## src/rtl/mem_ctrl_pkg.sv

```systemverilog
// Shared types and op decoding for the data-SRAM initiator and the DF-side load extractor.
// Pure declarations: no latency or backpressure of its own.
package mem_ctrl_pkg;

    localparam int ALU_OP_W   = 8;
    localparam int WAIT_CNT_W = 4;

    localparam logic        STOP      = 1'b1;
    localparam logic        BE_ACT    = 1'b1;
    localparam logic [31:0] ZERO_WORD = 32'h0000_0000;

    typedef logic [ALU_OP_W-1:0] alu_op_t;

    localparam alu_op_t OP_NOP = 8'h00;
    localparam alu_op_t OP_ADD = 8'h01;
    localparam alu_op_t OP_LB  = 8'h20;
    localparam alu_op_t OP_LBU = 8'h21;
    localparam alu_op_t OP_LH  = 8'h22;
    localparam alu_op_t OP_LHU = 8'h23;
    localparam alu_op_t OP_LW  = 8'h24;
    localparam alu_op_t OP_SB  = 8'h28;
    localparam alu_op_t OP_SH  = 8'h29;
    localparam alu_op_t OP_SW  = 8'h2A;

    typedef enum logic [1:0] {IDLE, ACCESS, DONE} state_t;
    typedef enum logic [1:0] {BYTE, HALF, WORD} size_t;

    function automatic logic is_load(input alu_op_t op);
        return op inside {OP_LB, OP_LBU, OP_LH, OP_LHU, OP_LW};
    endfunction

    function automatic logic is_store(input alu_op_t op);
        return op inside {OP_SB, OP_SH, OP_SW};
    endfunction

    function automatic size_t op_size(input alu_op_t op);
        case (op)
            OP_LB, OP_LBU, OP_SB: return BYTE;
            OP_LH, OP_LHU, OP_SH: return HALF;
            default:              return WORD;
        endcase
    endfunction

endpackage

```

## src/rtl/data_sram_ctrl_if.sv

```systemverilog
// External asynchronous SRAM bus; all strobes active-low.
// master drives address/data/strobes, slave returns read data.
interface data_sram_ctrl_if #(
    parameter int ADDR_W = 20
);
    logic [ADDR_W-1:0] SRAM_ADDR;
    logic [31:0]       SRAM_WDATA;
    logic [31:0]       SRAM_RDATA;
    logic              SRAM_CE_N;
    logic              SRAM_OE_N;
    logic              SRAM_WE_N;
    logic [3:0]        SRAM_BE_N;

    modport master (
        output SRAM_ADDR, SRAM_WDATA, SRAM_CE_N, SRAM_OE_N, SRAM_WE_N, SRAM_BE_N,
        input  SRAM_RDATA
    );

    modport slave (
        input  SRAM_ADDR, SRAM_WDATA, SRAM_CE_N, SRAM_OE_N, SRAM_WE_N, SRAM_BE_N,
        output SRAM_RDATA
    );
endinterface

```

## src/rtl/sram_lane_gen.sv

```systemverilog
// Byte-lane enables, lane-replicated store data and misalignment flag for one op.
// Purely combinational, no backpressure.
module sram_lane_gen
    import mem_ctrl_pkg::*;
(
    input  alu_op_t     op,
    input  logic [1:0]  addr,
    input  logic [31:0] rt,
    output logic [3:0]  be,
    output logic [31:0] wdata,
    output logic        misalign
);

    always_comb begin
        be       = 4'b0000;
        wdata    = rt;
        misalign = 1'b0;
        if (is_load(op) || is_store(op)) begin
            case (op_size(op))
                BYTE: begin
                    be    = 4'b0001 << addr;
                    wdata = {4{rt[7:0]}};
                end
                HALF: begin
                    be       = 4'b0011 << addr;
                    wdata    = {2{rt[15:0]}};
                    misalign = addr[0];
                end
                default: begin
                    be       = 4'b1111;
                    wdata    = rt;
                    misalign = |addr;
                end
            endcase
        end
    end

endmodule

```

## src/rtl/data_sram_ctrl.sv

```systemverilog
// EX-side initiator for the async data SRAM: op in cycle 0, DONE in cycle WAIT_CYCLES+2.
// STALL_REQ holds EX for the access; STALL_IN parks the FSM in DONE with outputs held.
module data_sram_ctrl
    import mem_ctrl_pkg::*;
#(
    parameter int WAIT_CYCLES = 1,
    parameter int ADDR_W      = 20
) (
    input  logic                  CLK,
    input  logic                  RST,
    input  alu_op_t               EX_ALU_OP,
    input  logic [31:0]           EX_MEM_ADDR,
    input  logic [31:0]           EX_STORE_DATA,
    input  logic                  STALL_IN,
    output logic                  STALL_REQ,
    output logic                  ADDR_ERR_L,
    output logic                  ADDR_ERR_S,
    data_sram_ctrl_if.master      sram,
    output logic [3:0]            DF_SRAM_DATA_BE,
    output logic [31:0]           DF_SRAM_RDATA
);

    state_t                state;
    logic [WAIT_CNT_W-1:0] cnt;
    logic [3:0]            be_r;
    logic                  load_r;

    logic [3:0]  lane_be;
    logic [31:0] lane_wdata;
    logic        misalign;
    logic        op_ld;
    logic        op_st;
    logic        start;
    logic        unused_addr_hi;

    sram_lane_gen u_lane_gen (
        .op       (EX_ALU_OP),
        .addr     (EX_MEM_ADDR[1:0]),
        .rt       (EX_STORE_DATA),
        .be       (lane_be),
        .wdata    (lane_wdata),
        .misalign (misalign)
    );

    assign op_ld          = is_load(EX_ALU_OP);
    assign op_st          = is_store(EX_ALU_OP);
    assign start          = (state == IDLE) && (op_ld || op_st) && !misalign;
    assign unused_addr_hi = ^EX_MEM_ADDR[31:ADDR_W+2];

    // In DONE the EX bus still carries the finished op, so errors only fire in IDLE.
    assign ADDR_ERR_L = (state == IDLE) && op_ld && misalign;
    assign ADDR_ERR_S = (state == IDLE) && op_st && misalign;
    assign STALL_REQ  = (start || state == ACCESS) ? STOP : ~STOP;

    always_ff @(posedge CLK) begin
        if (RST) begin
            state           <= IDLE;
            cnt             <= '0;
            be_r            <= 4'b0000;
            load_r          <= 1'b0;
            sram.SRAM_ADDR  <= '0;
            sram.SRAM_WDATA <= ZERO_WORD;
            sram.SRAM_CE_N  <= 1'b1;
            sram.SRAM_OE_N  <= 1'b1;
            sram.SRAM_WE_N  <= 1'b1;
            sram.SRAM_BE_N  <= 4'hF;
            DF_SRAM_DATA_BE <= {4{~BE_ACT}};
            DF_SRAM_RDATA   <= ZERO_WORD;
        end else begin
            case (state)
                IDLE: begin
                    if (start) begin
                        state           <= ACCESS;
                        cnt             <= WAIT_CNT_W'(WAIT_CYCLES);
                        be_r            <= lane_be;
                        load_r          <= op_ld;
                        sram.SRAM_ADDR  <= EX_MEM_ADDR[ADDR_W+1:2];
                        sram.SRAM_WDATA <= lane_wdata;
                        sram.SRAM_CE_N  <= 1'b0;
                        sram.SRAM_OE_N  <= ~op_ld;
                        sram.SRAM_WE_N  <= ~op_st;
                        sram.SRAM_BE_N  <= ~lane_be;
                    end
                end
                ACCESS: begin
                    if (cnt == '0) begin
                        state           <= DONE;
                        sram.SRAM_CE_N  <= 1'b1;
                        sram.SRAM_OE_N  <= 1'b1;
                        sram.SRAM_WE_N  <= 1'b1;
                        sram.SRAM_BE_N  <= 4'hF;
                        DF_SRAM_DATA_BE <= be_r ^ {4{~BE_ACT}};
                        if (load_r) begin
                            DF_SRAM_RDATA <= sram.SRAM_RDATA;
                        end
                    end else begin
                        cnt <= cnt - WAIT_CNT_W'(1);
                        // Write strobe rises one cycle early so address/data hold past WE_N.
                        if (cnt == WAIT_CNT_W'(1)) begin
                            sram.SRAM_WE_N <= 1'b1;
                        end
                    end
                end
                DONE: begin
                    if (STALL_IN != STOP) begin
                        state <= IDLE;
                    end
                end
                default: state <= IDLE;
            endcase
        end
    end

endmodule

```

## src/flat_wrapper.sv

```systemverilog
// flat-port wrapper written by rule: the top's interface ports become plain ports
module data_sram_ctrl_flat import mem_ctrl_pkg::*;
#(
    parameter int WAIT_CYCLES = 1,
    parameter int ADDR_W      = 20
)
  (CLK, RST, EX_ALU_OP, EX_MEM_ADDR, EX_STORE_DATA, STALL_IN, STALL_REQ, ADDR_ERR_L, ADDR_ERR_S, DF_SRAM_DATA_BE, DF_SRAM_RDATA, sram_SRAM_ADDR, sram_SRAM_WDATA, sram_SRAM_CE_N, sram_SRAM_OE_N, sram_SRAM_WE_N, sram_SRAM_BE_N, sram_SRAM_RDATA);
  data_sram_ctrl_if #(.ADDR_W(ADDR_W)) sram_i ();
  input  logic CLK;
  input  logic RST;
  input  alu_op_t EX_ALU_OP;
  input  logic [31:0] EX_MEM_ADDR;
  input  logic [31:0] EX_STORE_DATA;
  input  logic STALL_IN;
  output logic STALL_REQ;
  output logic ADDR_ERR_L;
  output logic ADDR_ERR_S;
  output logic [3:0] DF_SRAM_DATA_BE;
  output logic [31:0] DF_SRAM_RDATA;
  output wire logic [$bits(sram_i.SRAM_ADDR)-1:0] sram_SRAM_ADDR;
  output wire logic [$bits(sram_i.SRAM_WDATA)-1:0] sram_SRAM_WDATA;
  output wire logic [$bits(sram_i.SRAM_CE_N)-1:0] sram_SRAM_CE_N;
  output wire logic [$bits(sram_i.SRAM_OE_N)-1:0] sram_SRAM_OE_N;
  output wire logic [$bits(sram_i.SRAM_WE_N)-1:0] sram_SRAM_WE_N;
  output wire logic [$bits(sram_i.SRAM_BE_N)-1:0] sram_SRAM_BE_N;
  input wire logic [$bits(sram_i.SRAM_RDATA)-1:0] sram_SRAM_RDATA;
  assign sram_SRAM_ADDR = sram_i.SRAM_ADDR;
  assign sram_SRAM_WDATA = sram_i.SRAM_WDATA;
  assign sram_SRAM_CE_N = sram_i.SRAM_CE_N;
  assign sram_SRAM_OE_N = sram_i.SRAM_OE_N;
  assign sram_SRAM_WE_N = sram_i.SRAM_WE_N;
  assign sram_SRAM_BE_N = sram_i.SRAM_BE_N;
  assign sram_i.SRAM_RDATA = sram_SRAM_RDATA;
  data_sram_ctrl #(.WAIT_CYCLES(WAIT_CYCLES), .ADDR_W(ADDR_W)) u_core (.CLK(CLK), .RST(RST), .EX_ALU_OP(EX_ALU_OP), .EX_MEM_ADDR(EX_MEM_ADDR), .EX_STORE_DATA(EX_STORE_DATA), .STALL_IN(STALL_IN), .STALL_REQ(STALL_REQ), .ADDR_ERR_L(ADDR_ERR_L), .ADDR_ERR_S(ADDR_ERR_S), .sram(sram_i), .DF_SRAM_DATA_BE(DF_SRAM_DATA_BE), .DF_SRAM_RDATA(DF_SRAM_RDATA));
endmodule
```

## config.mk

```make
export PLATFORM = sky130hd
export DESIGN_NAME = data_sram_ctrl_flat
export DESIGN_NICKNAME = d
export VERILOG_FILES = /design/src/rtl/mem_ctrl_pkg.sv /design/src/rtl/data_sram_ctrl_if.sv /design/src/rtl/sram_lane_gen.sv /design/src/rtl/data_sram_ctrl.sv /design/src/flat_wrapper.sv
export SDC_FILE = /design/constraint.sdc
export NUM_CORES = 1
export LEC_CHECK = 0
export ABC_CLOCK_PERIOD_IN_PS = 2100
export BUFFER_PORTS_ARGS = -buffer_cell sky130_fd_sc_hd__buf_2
export CAP_MARGIN = 20
export CORE_ASPECT_RATIO = 0.9
export CORE_MARGIN = 2
export CORE_UTILIZATION = 48
export DETAILED_ROUTE_END_ITERATION = 7
export GPL_ROUTABILITY_DRIVEN = 0
export PLACE_DENSITY = 0.8
export SLEW_MARGIN = 40
export SYNTH_ARGS = -nofsm -noshare
export SYNTH_HDL_FRONTEND = slang
export SYNTH_SLANG_ARGS = --single-unit
```

## constraint.sdc

```tcl
create_clock -name CLK -period 2.1 [get_ports CLK]
set_input_delay 0.21 -clock CLK [delete_from_list [all_inputs] [get_ports CLK]]
set_output_delay 0.21 -clock CLK [all_outputs]
set_load 0.02 [all_outputs]
```

# Word-level counts from Yosys, hierarchy flattened
# Index checks and enable logic that the tools add are counted.
# op_classes
add_sub_neg,1
shifts,2
eq_ne,17
bitwise_logic,3
reduce_logical,25
n_mux,28
# op_table
op,count
$eq A8 B6 Y1 const B,8
$pmux W32 S2,1
$mux W32,1
$pmux W4 S2,3
$mux W4,5
$reduce_and A3 Y1,5
$mux W1,8
$mux W2,4
$pmux W1 S2,4
$logic_and A1 B1 Y1,6
$ne A2 B2 Y1 const B,3
$pmux W2 S3,1
$reduce_or A3 Y1,2
$reduce_bool A5 Y1,1
$eq A2 B1 Y1 const B,2
$eq A4 B1 Y1 const B,1
$logic_not A2 Y1,2
$logic_not A4 Y1,1
$not A4 Y4,1
$pmux W2 S2,1
$reduce_and A2 Y1,2
$shl A1 B2 Y4 const A,1
$shl A2 B2 Y4 const A,1
$sub A4 B1 Y4 const B,1
other kinds (9),11
# word_totals
output_inout_bits,98
ff_bits,106

# Depth between registers and ports, before layout
# Gate-level depths: netlist of run 1.
# depth
word_depth,11
mapped_depth,8

# Modules after synthesis
# A second synthesis of run 1 with hierarchy kept.
# unflattened
cells_unflattened,554
hier_area_um2,4733.3
# by_module_without_submodules
mod,instances,area_per_inst_um2,seq_area_each_um2,cells_each
data_sram_ctrl,1,4166.5,2122.0,464
sram_lane_gen,1,566.8,0.0,90

# Worst setup path before layout of run 1
# No wires, ideal clock.
# synth_path
path_kind,register to register
from,register u_core.cnt[1]
to,register u_core.sram.SRAM_OE_N
path_stages_with_launch,7
n_path_buf,0
arrival_ps,1759
period_less_slack_ps,1884
setup_ps,125
setup_slack_ps,216
required_time_ps,1975
cell_sequence,dfxtp_1 inv_1 ha_1 nor3b_1 o21ai_0 or4_1 o41a_1
# synth_via
elab_chain_cells,3
# synth_lines
element,line_no,rtl
"start, declared",data_sram_ctrl.sv:24,logic [WAIT_CNT_W-1:0] cnt;
"start signal, assigned",data_sram_ctrl.sv:74,cnt <= WAIT_CNT_W'(WAIT_CYCLES);
"start signal, assigned",data_sram_ctrl.sv:97,cnt <= cnt - WAIT_CNT_W'(1);
$logic_not A4 Y1,data_sram_ctrl.sv:86,if (cnt == '0) begin
$ne A2 B2 Y1 (no source line),n/a,
$reduce_and A3 Y1 (no source line),n/a,
"end signal, assigned",data_sram_ctrl.sv:80,sram.SRAM_OE_N <= ~op_ld;
"end, declared",data_sram_ctrl_if.sv:15,"output SRAM_ADDR, SRAM_WDATA, SRAM_CE_N, SRAM_OE_N, SRAM_WE_N, SRAM_BE_N,"
# No other way between the ends.
# A chain may end at the register's enable or synchronous reset.

# Worst setup path in the final report of run 1
# layout_path
from,input EX_ALU_OP[3]
to,output ADDR_ERR_S
# layout_via
elab_chain_cells,8
word_cells_on_any_way,21
classes_between,eq/ne (9); mux (4); reduce/logical (8)
# layout_lines
element,line_no,rtl
"start, declared",flat_wrapper.sv:11,input alu_op_t EX_ALU_OP;
"$eq A8 B6 Y1, on equally long branches","mem_ctrl_pkg.sv:33, mem_ctrl_pkg.sv:37, mem_ctrl_pkg.sv:29",
$reduce_or A3 Y1,mem_ctrl_pkg.sv:37,case (op)
$pmux W2 S2,mem_ctrl_pkg.sv:37,
$mux W2,sram_lane_gen.sv:18,if (is_load(op) || is_store(op)) begin
$eq A2 B1 Y1 or $logic_not A2 Y1 (tied branches),sram_lane_gen.sv:19,case (op_size(op))
$pmux W1 S2,sram_lane_gen.sv:19,
$mux W1,sram_lane_gen.sv:18,
$logic_and A1 B1 Y1 *,data_sram_ctrl.sv:52,assign ADDR_ERR_S = (state == IDLE) && op_st && misalign;
"end, declared",flat_wrapper.sv:17,output logic ADDR_ERR_S;
# Mark *: on every way between the ends. The rest lies on a longest branch, timed or not. The select of a mux whose other input is x is not followed.

==> results of run 1 <==
-- final cells by class --
cell class                 count  area, sq um  share of cell area
timing repair buffer         230         1270               0.204
tap                          126          158              0.0253
clock inverter                 6         56.3             0.00905
sequential                   106         2120               0.341
multi-input combinational    388         2420               0.388
clock buffer                  10          138              0.0221
inverter                      17         63.8              0.0103
-- final timing paths --
check | endpoint | depth (start not counted) | slack, ns
worst max register to register | u_core.sram.SRAM_OE_N$_SDFFE_PP1P_ | 6 | 0.30
worst max-delay path | ADDR_ERR_S | 7 | 0.25
worst min-delay path | u_core.DF_SRAM_RDATA[11]$_SDFFE_PP0P_ | 3 | 0.07
worst min register to register | u_core.DF_SRAM_RDATA[18]$_SDFFE_PP0P_ | 2 | 0.46
-- synth_stat cells, types with 3 or more instances --
library cell,number
a31oi_1,15
nor2_1,7
nand4b_1,8
nand2_1,79
nor2b_1,5
dfxtp_1,106
nand4_1,30
a211oi_1,12
nor3_1,8
inv_1,17
clkbuf_1,57
o21ai_0,15
nand3_1,6
mux2i_1,10
o31ai_1,28
a22oi_1,16
a21oi_1,68
ha_1,3
o311ai_0,24
buf_2,6
o211ai_1,4
nand3b_1,8
o21ai_1,10
-- critical path: cells and delay by family --
| family | cells | cell delay, ns |
|---|---|---|
| compound gates | 1 | 0.45 |
| buf+inv | 3 | 0.52 |
| simple gates | 3 | 0.46 |
-- kinds of logic (layout without fill, tap and decap cells) --
kind of cell             Yosys count  in the layout  share of synthesized area
AND/OR/NAND/NOR                  165            165                      0.180
buffers and inverters             81            263                     0.0660
multiplexers                      11             11                     0.0230
adder cells (fa/ha/maj)            3              3                    0.00777
AO/OA/AOI/OAI                    207            207                      0.280
flip-flops                       106            106                      0.439
XOR/XNOR                           2              2                    0.00363
-- state kept, by name, summed over array words and instances, names as in the netlist --
register and flops:
u_core.be_r 4, u_core.cnt 4, u_core.sram.SRAM_WE_N 1, u_core.sram.SRAM_CE_N 1, u_core.DF_SRAM_DATA_BE 4, u_core.load_r 1
u_core.sram.SRAM_BE_N 4, u_core.state 2, u_core.sram.SRAM_OE_N 1, u_core.DF_SRAM_RDATA 32, u_core.sram.SRAM_WDATA 32, u_core.sram.SRAM_ADDR 20
-- metrics by stage --
| step | utilization | hold WS (ns) | cell area [sq um] |
|---|---|---|---|
| after floorplan | - | 0.346 | 4830 |
| after global placement | 0.618 | 0.438 | 6020 |
| after detailed placement | 0.618 | 0.446 | 6020 |
| after CTS | 0.638 | 0.0533 | 6210 |
| after global routing | 0.638 | 0.0506 | 6220 |
| final | 0.638 | 0.0730 | 6220 |
-- power by group --
group / switching, W / internal (W) / total (W) / leakage (nW)
Clock: 0.000760 / 0.000490 / 0.00125 / 0.0969
Combinational: 0.000257 / 0.000163 / 0.000420 / 1.68
Sequential: 0.00000586 / 0.00202 / 0.00202 / 0.854
Total: 0.00102 / 0.00267 / 0.00369 / 2.63
-- routing by layer --
layer	vias up	share of wire	global-route usage
met1	2555	0.39	0.322
met4	0	0.025	0.116
li1	2488	-	-
met3	37	0.085	0.0727
met5	-	0	0
met2	252	0.50	0.472
==> out/results.md, run 1 <==
| Quantity | Value |
|---|---|
| Routed length per placed instance | 17.4 um |
| Total setup violations reported at the end of the flow | 0 |
| Main area contributors after synthesis | dfxtp_1 (44%), a21oi_1 (7.0%), nand2_1 (6.1%) |
| Primary flip-flop cell chosen by synthesis mapping | dfxtp_1 |
| Netlist area before placement | 4830 sq um |
| Number of placement rows | 34 |
| Detail Placement HPWL | 10800 um |
| Highest clock rate | 541 MHz |
| Post-synthesis sequential element count | 106 |
| Total power after layout | 0.00369 W |
| Share of layout cells above drive strength 1 | 0.338 |
| Launching element of the worst setup path | EX_ALU_OP[3] |
| First-pass DRT Iterations | 5 |
| Final standard cell count with taps included and fillers excluded | 883 |
| Number of buffers created by CTS | 9 |
| Area grow syn2layout | 28.7% |
| Die X | 110 um |
| Critical Path Sink Type | primary output |
| Crit path max fanout | 11 |
| Critical path's largest stage delay | 0.45 ns |
| Area of the core region | 9740 sq um |
| Commonest cells after routing, fill and taps aside | buf_2 (194), dfxtp_1 (106), nand2_1 (79), a21oi_1 (68), buf_4 (34) |
| Overall fraction of global-route tracks in use | 0.275 |
| Number of gates resized after cts | 0 |
| Number of max-cap violations | 0 |
| Placed Instances | 867 |
| Worst slew slack as a fraction of its limit | 0.527 |
| DR vias | 5332 |
| Antenna violations before repair | 0 |
| Power Density | 594 nW/um^2 |
| Setup bufs post-CTS | 0 |
| Floorplan die area | 10900 sq um |
| Remaining routing DRC violations | 0 |
| Proportion of netlist area held by the largest area contributor | 0.439 |
| TritonCTS clock tree | built |
| EDFF count, synth | 0 |
| Pre-CTS WS | 0.0467 ns |
| Warnings from Yosys | 0 |
| TNS Setup | 0 ns |
| Data required time of the critical path | 1.89 ns |
| Largest net degree at the start of global routing | 51 |
| Max clock buf depth | 2 |
| I/O pin count | 205 |
| Cell type with the highest occurrence count on the critical path | buf_2 |
| Later-pin clock latency in the skew report | 0.37 ns |
| Wire length of the first global-routing pass | 24000 um |
| Congestion Overflow GR | 0 |
| Port-buffer cells | 194 |
| Result of the run | complete, no violations |
| Initial core utilization | 0.496 |
| Filler Cells Inserted | 844 |
| Startpoint of the worst hold path | sram_SRAM_RDATA[11] |
| Skew final | 0.0175 ns |
| Avg Vias per Cell | 6.04 |
| CTS H-tree lvls | 3 |
| Minimum setup slack in the final design | 0.252 ns |
| Number of nets with antenna violations after detailed routing | 0 |
| Max-slew violations | 0 |
| DR iter-0 viols | 398 |
| Clock tree root driver cell | clkbuf_8 |
| Height of the die | 99.2 um |
| Antenna diode instance count | 0 |
| Final Hold Viols | 0 |
| Final WL | 15300 um |
| Worst Tran Pin Value | 0.701 ns |
| RSZ-0062 raised after global routing | no |
| Post-synthesis average cell area | 8.40 sq um |
| Largest area contributor in the netlist | dfxtp_1 |
| Syn Inst Count | 575 |
| Critical Path Source Type | primary input |
| Commonest non-fill, non-tap cell in the layout | buf_2 |
| Final worst-path cycle share | 0.880 |
| Sequential cell area fraction in the yosys report | 0.439 |
| Arrival time worst endpoint | 1.64 ns |
| Layout net count | 862 |
| Sink Count | 106 |
| Worst min-delay path class | primary input to flop |
| Clk slew on worst S/H paths | 0.11 ns |
| Critical path type | primary input to primary output |
| CTS Hold Bufs | 0 |
| Min Clock Period, post-route | 1.85 ns |
| Nets in the synthesized netlist | 685 |
| Leakage power | 2.63 nW |
| Asr flop ratio synth | 0 |
| Post-synthesis cell type count | 48 |
| Reg-to-reg critical path startpoint | u_core.cnt[1]$_SDFFE_PP0P_ |
| Cell type of the slowest stage on the worst timing path | a221o_1 |
| Series of cell instances along the critical path | buf_2, and2_1, a221o_1, buf_4, nand2_1, and4b_1, buf_2 |
| Vias in the first global route | 5108 |
| Peak supply drop | 0.470 mV |
No activity file was read; power rests on OpenSTA's default activity.
==> inputs of run 2 (changes only) <==
Settings changed: ABC_CLOCK_PERIOD_IN_PS 2100 to 2000.
Clock period 2.1 ns to 2 ns, I/O delays scaled along.
==> out/results.md, run 2 (same netlist as run 1, synthesis figures left out) <==
| Quantity | Value |
|---|---|
| Result of the run | complete, no violations |
| Clock power share | 0.350 |
| Critical path's largest stage delay | 0.32 ns |
| Overall fraction of global-route tracks in use | 0.274 |
| Critical Path Sink Type | primary output |
| Final Hold Viols | 0 |
| Reg-to-reg critical path startpoint | u_core.cnt[1]$_SDFFE_PP0P_ |
| Critical path type | primary input to primary output |
| Initial core utilization | 0.496 |
| Wire length of the first global-routing pass | 23900 um |
| Total setup violations reported at the end of the flow | 0 |
| Commonest non-fill, non-tap cell in the layout | buf_2 |
| Sink Count | 106 |
| Cell type with the highest occurrence count on the critical path | buf_2 |
| Arrival time worst endpoint | 1.64 ns |
| Cell type of the slowest stage on the worst timing path | o21ai_0 |
| Number of placement rows | 34 |
| Sequential share of power | 0.537 |
| Launching element of the worst setup path | EX_ALU_OP[3] |
| TritonCTS clock tree | built |
| Routed length per placed instance | 16.8 um |
| Avg Vias per Cell | 5.91 |
| Vias in the first global route | 5020 |
| DR iter-0 viols | 502 |
| Biggest regs | u_core.DF_SRAM_RDATA x32, u_core.sram.SRAM_WDATA x32, u_core.sram.SRAM_ADDR x20 |
| Number of nets with antenna violations after detailed routing | 0 |
| Number of max-cap violations | 0 |
| Number of gates resized after cts | 0 |
| Startpoint of the worst hold path | sram_SRAM_RDATA[11] |
| P_sw | 0.00105 W |
| Top cell family by delay on the critical path | compound AO/OA/AOI/OAI gates |
| Antenna violations before repair | 0 |
| Final worst-path cycle share | 0.919 |
| Min Clock Period, post-route | 1.84 ns |
| Floorplan die area | 10900 sq um |
| Die X | 110 um |
| Sw Ratio | 0.266 |
| Area grow syn2layout | 29.9% |
| Worst Hold Slack | 0.0465 ns |
| Minimum setup slack in the final design | 0.161 ns |
| Remaining routing DRC violations | 0 |
| Final WL | 14900 um |
| Height of the die | 99.2 um |
| Later-pin clock latency in the skew report | 0.37 ns |
| Skew final | 0.00738 ns |
| Port-buffer cells | 194 |
| Series of cell instances along the critical path | buf_2, buf_4, o21ai_0, o211a_1, nand2_1, and4b_1, buf_2 |
| I/O pin count | 205 |
| Layout net count | 868 |
| Peak supply drop | 0.528 mV |
| Largest net degree at the start of global routing | 51 |
| Reg2reg path depth | 6 |
| Worst Path Buf+Inv | 3 |
| Cells on Worst Hold Path | 3 |
| CTS Hold Bufs | 0 |
| Antenna diode instance count | 0 |
| Crit path max fanout | 8 |
| Worst slew slack as a fraction of its limit | 0.613 |
| RSZ-0062 raised after global routing | no |
| Max-slew violations | 0 |
| Critical Path Source Type | primary input |
| Placed cell area | 6070 sq um |
| First-pass DRT Iterations | 5 |
| Worst Tran Pin Value | 0.573 ns |
| Area of the core region | 9740 sq um |
| Detail Placement HPWL | 10700 um |
| Commonest cells after routing, fill and taps aside | buf_2 (194), dfxtp_1 (106), nand2_1 (79), a21oi_1 (68), buf_4 (40) |
| DR vias | 5256 |
| Clock tree root driver cell | clkbuf_8 |
| Leakage power | 2.67 nW |
| Final non-filler cell area | 6280 sq um |
| Pre-CTS WS | -0.00174 ns |
| Share of layout cells above drive strength 1 | 0.343 |
| Clk slew on worst S/H paths | 0.10 ns |
| CTS H-tree lvls | 3 |
| Power Density | 630 nW/um^2 |
| Data required time of the critical path | 1.80 ns |
| Setup bufs post-CTS | 0 |
| Congestion Overflow GR | 0 |
| Max clock buf depth | 2 |
| Number of buffers created by CTS | 9 |
| Combinational share of power | 0.113 |
| Int Power | 0.00290 W |
| Highest clock rate | 544 MHz |
| Path length in cells of the critical path | 7 |
| Worst min-delay path class | primary input to flop |
run 2: power by group through the flow:
stage | registers, W | clock network, W | logic [W]
floorplan | 0.00218 | 0 | 0.000205
global placement | 0.00217 | 0 | 0.000427
detailed placement | 0.00217 | 0 | 0.000439
CTS | 0.00212 | 0.00140 | 0.000442
global route | 0.00213 | 0.00149 | 0.000486
finish | 0.00212 | 0.00138 | 0.000448
run 2: final timing paths:
kind	to	slack (ns)
max reg2reg	u_core.sram.SRAM_OE_N$_SDFFE_PP1P_	0.20
min reg2reg	u_core.DF_SRAM_RDATA[11]$_SDFFE_PP0P_	0.46
max	ADDR_ERR_S	0.16
min	u_core.DF_SRAM_RDATA[11]$_SDFFE_PP0P_	0.05
run 2: area by class of cell:
cell class              instances  area (sq um)
fillers                       851          3460
flip-flops and latches        106          2120
clock buffers                   9           124
clock inverters                 7          82.6
inverters                      17          63.8
repair buffers                236          1310
well taps                     126           158
multi-input cells             388          2420
run 2: metrics by stage:
stage / util / total power (W) / setup TNS, ns / instances
finish: 0.644 / 0.00396 / 0 / 889
detailed placement: 0.623 / 0.00261 / -0.00174 / 873
floorplan: - / 0.00239 / 0 / 575
global route: 0.644 / 0.00410 / 0 / 889
CTS: 0.644 / 0.00397 / 0 / 889
global placement: 0.623 / 0.00260 / 0 / 873
run 2: routing by layer:
metal  vias to the layer above  part of all wire  GRT usage  routed length, um
met4                         0             0.024     0.0896                351
met1                      2469              0.40      0.336               5950
met2                       242              0.50      0.466               7400
met3                        34             0.081     0.0740               1210
li1                       2511                 -          -                  -
met5                         -                 0          0                  0
run 2: worst register-to-register path, stage by stage (launching register included):
cell and delay, ns:
dfxtp_1 0.35, inv_1 0.12, ha_1 0.19, nor3b_2 0.23
o21ai_0 0.16, or4_1 0.52, o41a_1 0.13
